### config.mk
export PLATFORM = sky130hd
export DESIGN_NAME = puf_response_voter
export DESIGN_NICKNAME = d
export VERILOG_FILES = /design/src/rtl/puf_pkg.sv /design/src/rtl/puf_bit_counter.sv /design/src/rtl/puf_response_voter.sv
export SDC_FILE = /design/constraint.sdc
export NUM_CORES = 1
export LEC_CHECK = 0
export CAP_MARGIN = 30
export CORE_MARGIN = 4
export CORE_UTILIZATION = 58
export DETAILED_ROUTE_END_ITERATION = 7
export PLACE_DENSITY = 0.78
export SLEW_MARGIN = 20
export SYNTH_ARGS = -nofsm -noshare
export SYNTH_HDL_FRONTEND = slang
export SYNTH_SLANG_ARGS = --single-unit
export TNS_END_PERCENT = 20
### constraint.sdc
create_clock -name clk -period 6.5 [get_ports clk]
set_clock_uncertainty 0.05 [all_clocks]
set_input_delay 1.625 -clock clk [delete_from_list [all_inputs] [get_ports clk]]
set_output_delay 1.625 -clock clk [all_outputs]
set_load 0.02 [all_outputs]
### src/rtl/puf_pkg.sv
// Shared definitions for the PUF response voter and the BCD display stage.
package puf_pkg;

    localparam int RESP_W  = 16;
    localparam int NIBBLES = 4;

    typedef enum logic [2:0] {
        IDLE,
        SETTLE,
        SAMPLE,
        GAP,
        DONE
    } state_t;

    function automatic int max2(input int a, input int b);
        return (a > b) ? a : b;
    endfunction

endpackage

### src/rtl/puf_bit_counter.sv
// Per-bit ones counter with majority and disagreement flags over one evaluation.
module puf_bit_counter #(
    parameter int NUM_EVALS = 15,
    parameter int CNT_W     = $clog2(NUM_EVALS + 1)
) (
    input  logic             clk,
    input  logic             rst,
    input  logic             clr,
    input  logic             inc_en,
    input  logic             bit_in,
    output logic [CNT_W-1:0] count,
    output logic             majority,
    output logic             unstable
);

    logic [CNT_W-1:0] r_count;

    always_ff @(posedge clk or posedge rst) begin
        if (rst) begin
            r_count <= '0;
        end else if (clr) begin
            r_count <= '0;
        end else if (inc_en) begin
            r_count <= r_count + CNT_W'(bit_in);
        end
    end

    assign count    = r_count;
    assign majority = (r_count > CNT_W'(NUM_EVALS / 2));
    assign unstable = (r_count != '0) && (r_count != CNT_W'(NUM_EVALS));

endmodule

### src/rtl/puf_response_voter.sv
// Samples the RO PUF bits several times and majority-votes them into one response.
module puf_response_voter
    import puf_pkg::*;
#(
    parameter  int NUM_EVALS     = 15,
    parameter  int SETTLE_CYCLES = 1024,
    parameter  int SAMPLE_GAP    = 64,
    localparam int CNT_W         = $clog2(NUM_EVALS + 1)
) (
    input  logic              clk,
    input  logic              rst,
    input  logic              start,
    input  logic [RESP_W-1:0] raw_resp,
    output logic [RESP_W-1:0] response,
    output logic              resp_valid,
    output logic              busy,
    output logic [RESP_W-1:0] unstable_mask
);

    localparam int TMR_W = $clog2(max2(SETTLE_CYCLES, SAMPLE_GAP) + 1);
    localparam int IDX_W = $clog2(NUM_EVALS + 1);

    if (((NUM_EVALS % 2) == 0) || (NUM_EVALS < 3)) begin : g_bad_evals
        $error("NUM_EVALS must be odd and at least 3");
    end
    if (SETTLE_CYCLES < 1) begin : g_bad_settle
        $error("SETTLE_CYCLES must be at least 1");
    end
    if (SAMPLE_GAP < 1) begin : g_bad_gap
        $error("SAMPLE_GAP must be at least 1");
    end

    state_t              r_state;
    state_t              w_state_nxt;
    logic [TMR_W-1:0]    r_timer;
    logic [IDX_W-1:0]    r_idx;
    logic [RESP_W-1:0]   r_sync1;
    logic [RESP_W-1:0]   r_sync2;
    logic [RESP_W-1:0]   r_response;
    logic [RESP_W-1:0]   r_unstable;
    logic [RESP_W-1:0]   w_maj;
    logic [RESP_W-1:0]   w_unst;
    logic [RESP_W*CNT_W-1:0] w_unused_cnt;
    logic                w_accept;
    logic                w_sample;
    logic                w_last;
    logic                w_settle_done;
    logic                w_gap_done;

    assign w_accept      = (r_state == IDLE) && start;
    assign w_sample      = (r_state == SAMPLE);
    assign w_last        = (r_idx == IDX_W'(NUM_EVALS - 1));
    assign w_settle_done = (r_timer == TMR_W'(SETTLE_CYCLES - 1));
    assign w_gap_done    = (r_timer == TMR_W'(SAMPLE_GAP - 1));

    always_ff @(posedge clk or posedge rst) begin
        if (rst) begin
            r_sync1 <= '0;
            r_sync2 <= '0;
        end else begin
            r_sync1 <= raw_resp;
            r_sync2 <= r_sync1;
        end
    end

    always_ff @(posedge clk or posedge rst) begin
        if (rst) begin
            r_state <= IDLE;
        end else begin
            r_state <= w_state_nxt;
        end
    end

    always_comb begin
        w_state_nxt = r_state;
        unique case (r_state)
            IDLE: begin
                if (start) begin
                    w_state_nxt = (SETTLE_CYCLES == 1) ? SAMPLE : SETTLE;
                end
            end
            SETTLE: begin
                if (w_settle_done) begin
                    w_state_nxt = SAMPLE;
                end
            end
            SAMPLE: begin
                if (w_last) begin
                    w_state_nxt = DONE;
                end else begin
                    w_state_nxt = (SAMPLE_GAP == 1) ? SAMPLE : GAP;
                end
            end
            GAP: begin
                if (w_gap_done) begin
                    w_state_nxt = SAMPLE;
                end
            end
            DONE:    w_state_nxt = IDLE;
            default: w_state_nxt = IDLE;
        endcase
    end

    // Timer reads 1 in the first cycle after the start or sample it measures from.
    always_ff @(posedge clk or posedge rst) begin
        if (rst) begin
            r_timer <= '0;
        end else if (w_accept || w_sample) begin
            r_timer <= TMR_W'(1);
        end else if ((r_state == SETTLE) || (r_state == GAP)) begin
            r_timer <= r_timer + TMR_W'(1);
        end
    end

    always_ff @(posedge clk or posedge rst) begin
        if (rst) begin
            r_idx <= '0;
        end else if (w_accept) begin
            r_idx <= '0;
        end else if (w_sample) begin
            r_idx <= r_idx + IDX_W'(1);
        end
    end

    for (genvar i = 0; i < RESP_W; i++) begin : g_bit
        puf_bit_counter #(
            .NUM_EVALS (NUM_EVALS),
            .CNT_W     (CNT_W)
        ) u_cnt (
            .clk      (clk),
            .rst      (rst),
            .clr      (w_accept),
            .inc_en   (w_sample),
            .bit_in   (r_sync2[i]),
            .count    (w_unused_cnt[i*CNT_W +: CNT_W]),
            .majority (w_maj[i]),
            .unstable (w_unst[i])
        );
    end

    always_ff @(posedge clk or posedge rst) begin
        if (rst) begin
            r_response <= '0;
            r_unstable <= '0;
        end else if (r_state == DONE) begin
            r_response <= w_maj;
            r_unstable <= w_unst;
        end
    end

    // The fresh vote is shown during DONE and held from the registers afterwards.
    assign response      = (r_state == DONE) ? w_maj : r_response;
    assign unstable_mask = (r_state == DONE) ? w_unst : r_unstable;
    assign resp_valid    = (r_state == DONE);
    assign busy          = (r_state != IDLE);

endmodule

# ---- After elaboration in Yosys (flattened, before gate mapping)
# Index checks and enable logic that the tools add are counted.
# W data, S select, Z words.
dict set report classes {
  order_cmp 16
  eq_ne 26
  add_sub_neg 18
  muxes 43
  n_reduce_logical 40
}
# operator n
set op_table {}
lappend op_table {{$mux W4} 34}
lappend op_table {{$add A4 B1 Y4} 16}
lappend op_table {{$gt A4 B3 Y1 const B} 16}
lappend op_table {{$ne A4 B4 Y1 const B} 16}
lappend op_table {{$reduce_bool A4 Y1} 16}
lappend op_table {{$mux W16} 2}
lappend op_table {{$mux W11} 2}
lappend op_table {{$logic_and A1 B1 Y1} 17}
lappend op_table {{$mux W3} 4}
lappend op_table {{$pmux W3 S4} 1}
lappend op_table {{$add A11 B1 Y11 const B} 1}
lappend op_table {{$eq A11 B10 Y1 const B} 1}
lappend op_table {{$eq A11 B6 Y1 const B} 1}
lappend op_table {{$eq A3 B2 Y1 const B} 2}
lappend op_table {{$ne A2 B2 Y1 const B} 3}
lappend op_table {{$add A4 B1 Y4 const B} 1}
lappend op_table {{$eq A4 B4 Y1 const B} 1}
lappend op_table {{$reduce_bool A2 Y1} 2}
lappend op_table {{$eq A3 B1 Y1 const B} 1}
lappend op_table {{$eq A3 B3 Y1 const B} 1}
lappend op_table {{$logic_not A3 Y1} 1}
lappend op_table {{$reduce_and A3 Y1} 1}
lappend op_table {{$reduce_bool A3 Y1} 1}
lappend op_table {{$logic_or A1 B1 Y1} 2}
dict set report word_totals {
  word_cells 166
  register_bits 146
  output_inout_bits 34
  input_bits 19
}

# ---- Longest topological paths before layout
dict set report depth {
  ltp_word 4
  mapped_depth 7
}

# ---- Cells and area by module
# A second synthesis with hierarchy kept.
dict set report hier_totals {
  cells_unflattened 557
  hier_area_um2 6712.7
}
# module cells_each area_per_inst_um2 instances seq_area_each_um2
set modules_own_cells {}
lappend modules_own_cells {puf_bit_counter 22 232.7 16 100.1}
lappend modules_own_cells {puf_response_voter 205 2989.1 1 2052.0}

# ---- Least setup slack after synthesis
# Ideal clock, no wire load.
dict set report synth_timing {
  kind {reg-to-output}
  startpoint {register r_state[1]}
  endpoint {output port response[10]}
  path_buffers 3
  path_stages_with_launch 8
  arrival_ns 1.615
  t_required_ns 4.825
  slack_ns 3.210
  path_cell_list {dfrtp_1 buf_4 or3b_2 clkbuf_1 inv_1 buf_4 nand2_1 nand2_1}
}
dict set report synth_via {
  elab_chain_len 2
}
# element line_no
set synth_lines {}
lappend synth_lines {{start, declared} puf_response_voter.sv:33} ;# state_t r_state;
lappend synth_lines {{start signal, assigned} puf_response_voter.sv:70} ;# r_state <= w_state_nxt;
lappend synth_lines {{$eq A3 B3 Y1} --}
lappend synth_lines {{named net resp_valid} puf_response_voter.sv:15} ;# output logic resp_valid,
lappend synth_lines {{$mux W16} --}
lappend synth_lines {{end, declared} puf_response_voter.sv:14} ;# output logic [RESP_W-1:0] response,
# The timed path passes the listed nets, and every way through them passes these cells.

# ---- Worst setup path after layout
dict set report layout_timing {
  startpoint {register r_state[0]}
  endpoint {output port unstable_mask[14]}
}
dict set report layout_via {
  elab_chain_len 2
}
# element line_no
set layout_lines {}
lappend layout_lines {{$eq A3 B3 Y1} puf_response_voter.sv:153} ;# assign unstable_mask = (r_state == DONE) ? w_unst : r_unstable;
lappend layout_lines {{$mux W16} --}
lappend layout_lines {{end, declared} puf_response_voter.sv:17} ;# output logic [RESP_W-1:0] unstable_mask
# No other way between the ends.

==> metrics.txt <==
most common cell after layout, fill and taps aside nand2_1; unrepaired setup endpoints after global routing no; Pleak 3.42 nW; path type of the worst setup path register to output port; CTS tree done; # Max-Cap Violations 0; Vias/cell 5.67; Power Dens Cells 299 nW/um^2; final hold vios 0; cts repair resizes 0; vias in the first global route 4817; commonest cells after routing, fill and taps aside nand2_1 (149), dfrtp_1 (146), o21ai_0 (73); number of buffers inserted by hold repair at cts 0; Final HPWL DP 7.59 mm; EDFF count, synth 0; largest net degree at the start of global routing 109; total gr overflow 0; DR pass1 iterations 4; CTS Buffer Depth 2; Die W 113 um; clock-pin slew on the worst setup and hold paths 0.06 ns; Diodes inserted 0; Critical Path AT 3.47 ns; CP max FO 33; gp weighted congestion 0.835; outcome completed; CTS Buf Count 17; fin crit period 5.15 ns; f_max 194 MHz; CP startpoint kind register; share of layout cells above drive strength 1 5.81%; Synth cell types 32; clock tree sinks 146; initial antenna violation count 0; Clk Tree Root Cell clkbuf_8; Yosys reg bits 146; Slew HR 50.3%; GRT Util Overall 21.4%; Clk Latency, worst-skew pair 0.53 ns; vias 4796; Syn Inst Count 649; peak supply drop 267 uV; Synth Warn # 0; Async SR Flop Fraction 100%; R2R depth 5; Avg Inst Size Synth 9.85 um^2; # port buffers 52; final setup fails 0; Post-Route WL 12.5 mm; hold path cells 0; die height 113 um; Layout area overhead 20.2%; Post-CTS Setup Inserts 0; core area 10800 um^2; DRC Markers 0; register area share after synthesis 57.2%; Final nets 747; fillers 765; H-Tree Depth 4; Final Power 2.30 mW; Critical Path RT 4.83 ns; die area 12800 um^2; io pins 53; initial DRC count 401; Hold Path Class register to register; Syn Nets 703; Setup TNS Final 0 ns; Slew @ Worst Pin 0.745 ns; num rows 38; Synth Flop Type dfrtp_1; Critical Path End Type output port; antenna-violating nets left 0; fin crit share 79.2%; max-slew violations 0; first-pass GRT wire length 21.8 mm; Initial Utilization 59.2%; Synth Cell Area 6390 um^2; WL/cell 14.8 um
-- registers in the layout, summed over array words and instances (netlist names) --
name,flops
r_response,16
r_unstable,16
r_sync2,16
r_idx,4
r_state,3
r_timer,11
r_sync1,16
g_bit.u_cnt.count,64
-- path summary, 6_finish.rpt --
path | endpoint | slack, ns | from
min in group asynchronous | g_bit[0].u_cnt.count[0] | 1.42 | rst
max in group asynchronous | r_response[4] | 4.16 | rst
min reg2reg | r_sync2[0] | 0.30 | r_sync1[0]
max | unstable_mask[14] | 1.35 | r_state[0]
min | r_sync2[0] | 0.30 | r_sync1[0]
max reg2reg | r_unstable[14] | 4.04 | r_state[0]
-- where the power goes --
group	internal, mW	total (mW)	switching, mW	leakage (nW)
combinational	0.0778	0.180	0.102	1.30
sequential	0.984	1.06	0.0806	1.81
clock	0.693	1.05	0.361	0.312
total	1.75	2.30	0.544	3.42
-- metrics by stage --
stage | cell area (um^2) | hold slack [ns] | util, % | std cells | setup WS [ns]
after detailed placement | 6990 | 0.285 | 64.8 | 812 | 1.86
after floorplan | 6390 | 0.281 | - | 649 | 0.902
after global routing | 7680 | 0.304 | 71.2 | 846 | 1.09
after global placement | 6960 | 0.282 | 64.5 | 811 | 1.69
final | 7680 | 0.297 | 71.2 | 846 | 1.35
after CTS | 7630 | 0.298 | 70.7 | 844 | 1.29
-- cells in the mapped netlist, types with 8 or more instances --
library cell | instances | share of area, %
a21oi_1 | 44 | 3.4
dfrtp_1 | 146 | 57
or3_1 | 39 | 3.8
buf_2 | 8 | 0.63
clkbuf_1 | 19 | 1.1
or4_1 | 22 | 2.6
o21ai_0 | 73 | 5.7
nand2_1 | 149 | 8.8
ha_1 | 35 | 6.9
inv_1 | 24 | 1.4
nand4_1 | 19 | 1.9
nand3_1 | 38 | 3.0
-- layout make-up --
type                    instances  area (um^2)  area share [%]
well taps                     140          175            2.28
inverters                      24         95.1            1.24
clock buffers                  23          467            6.08
clock inverters                 9          176            2.30
repair buffers                 58          618            8.05
multi-input cells             446         2500            32.5
flip-flops and latches        146         3650            47.6
-- routing by layer --
metal	global-route usage, %	vias to the layer above	wire, um
li1	-	2350	-
met4	7.29	0	214
met5	0	-	0
met1	26.5	2349	5480
met3	6.58	19	501
met2	35.8	78	6350
-- kinds of logic after synthesis --
kind of cell	share of synthesized area, %
XOR/XNOR	0.274
flip-flops	57.2
multiplexers	0.157
AND/OR/NAND/NOR	21.6
AO/OA/AOI/OAI	9.98
buffers and inverters	3.97
adder cells (fa/ha/maj)	6.85
-- critical path, cell delays in order (launching register included) --
cell	delay, ns
dfrtp_1	0.51
or3b_2	0.83
inv_1	0.57
buf_16	0.22
nand3_1	0.11
nand2_1	0.09
clkdlybuf4s50_1	0.60
No activity file was read; power rests on OpenSTA's default activity.
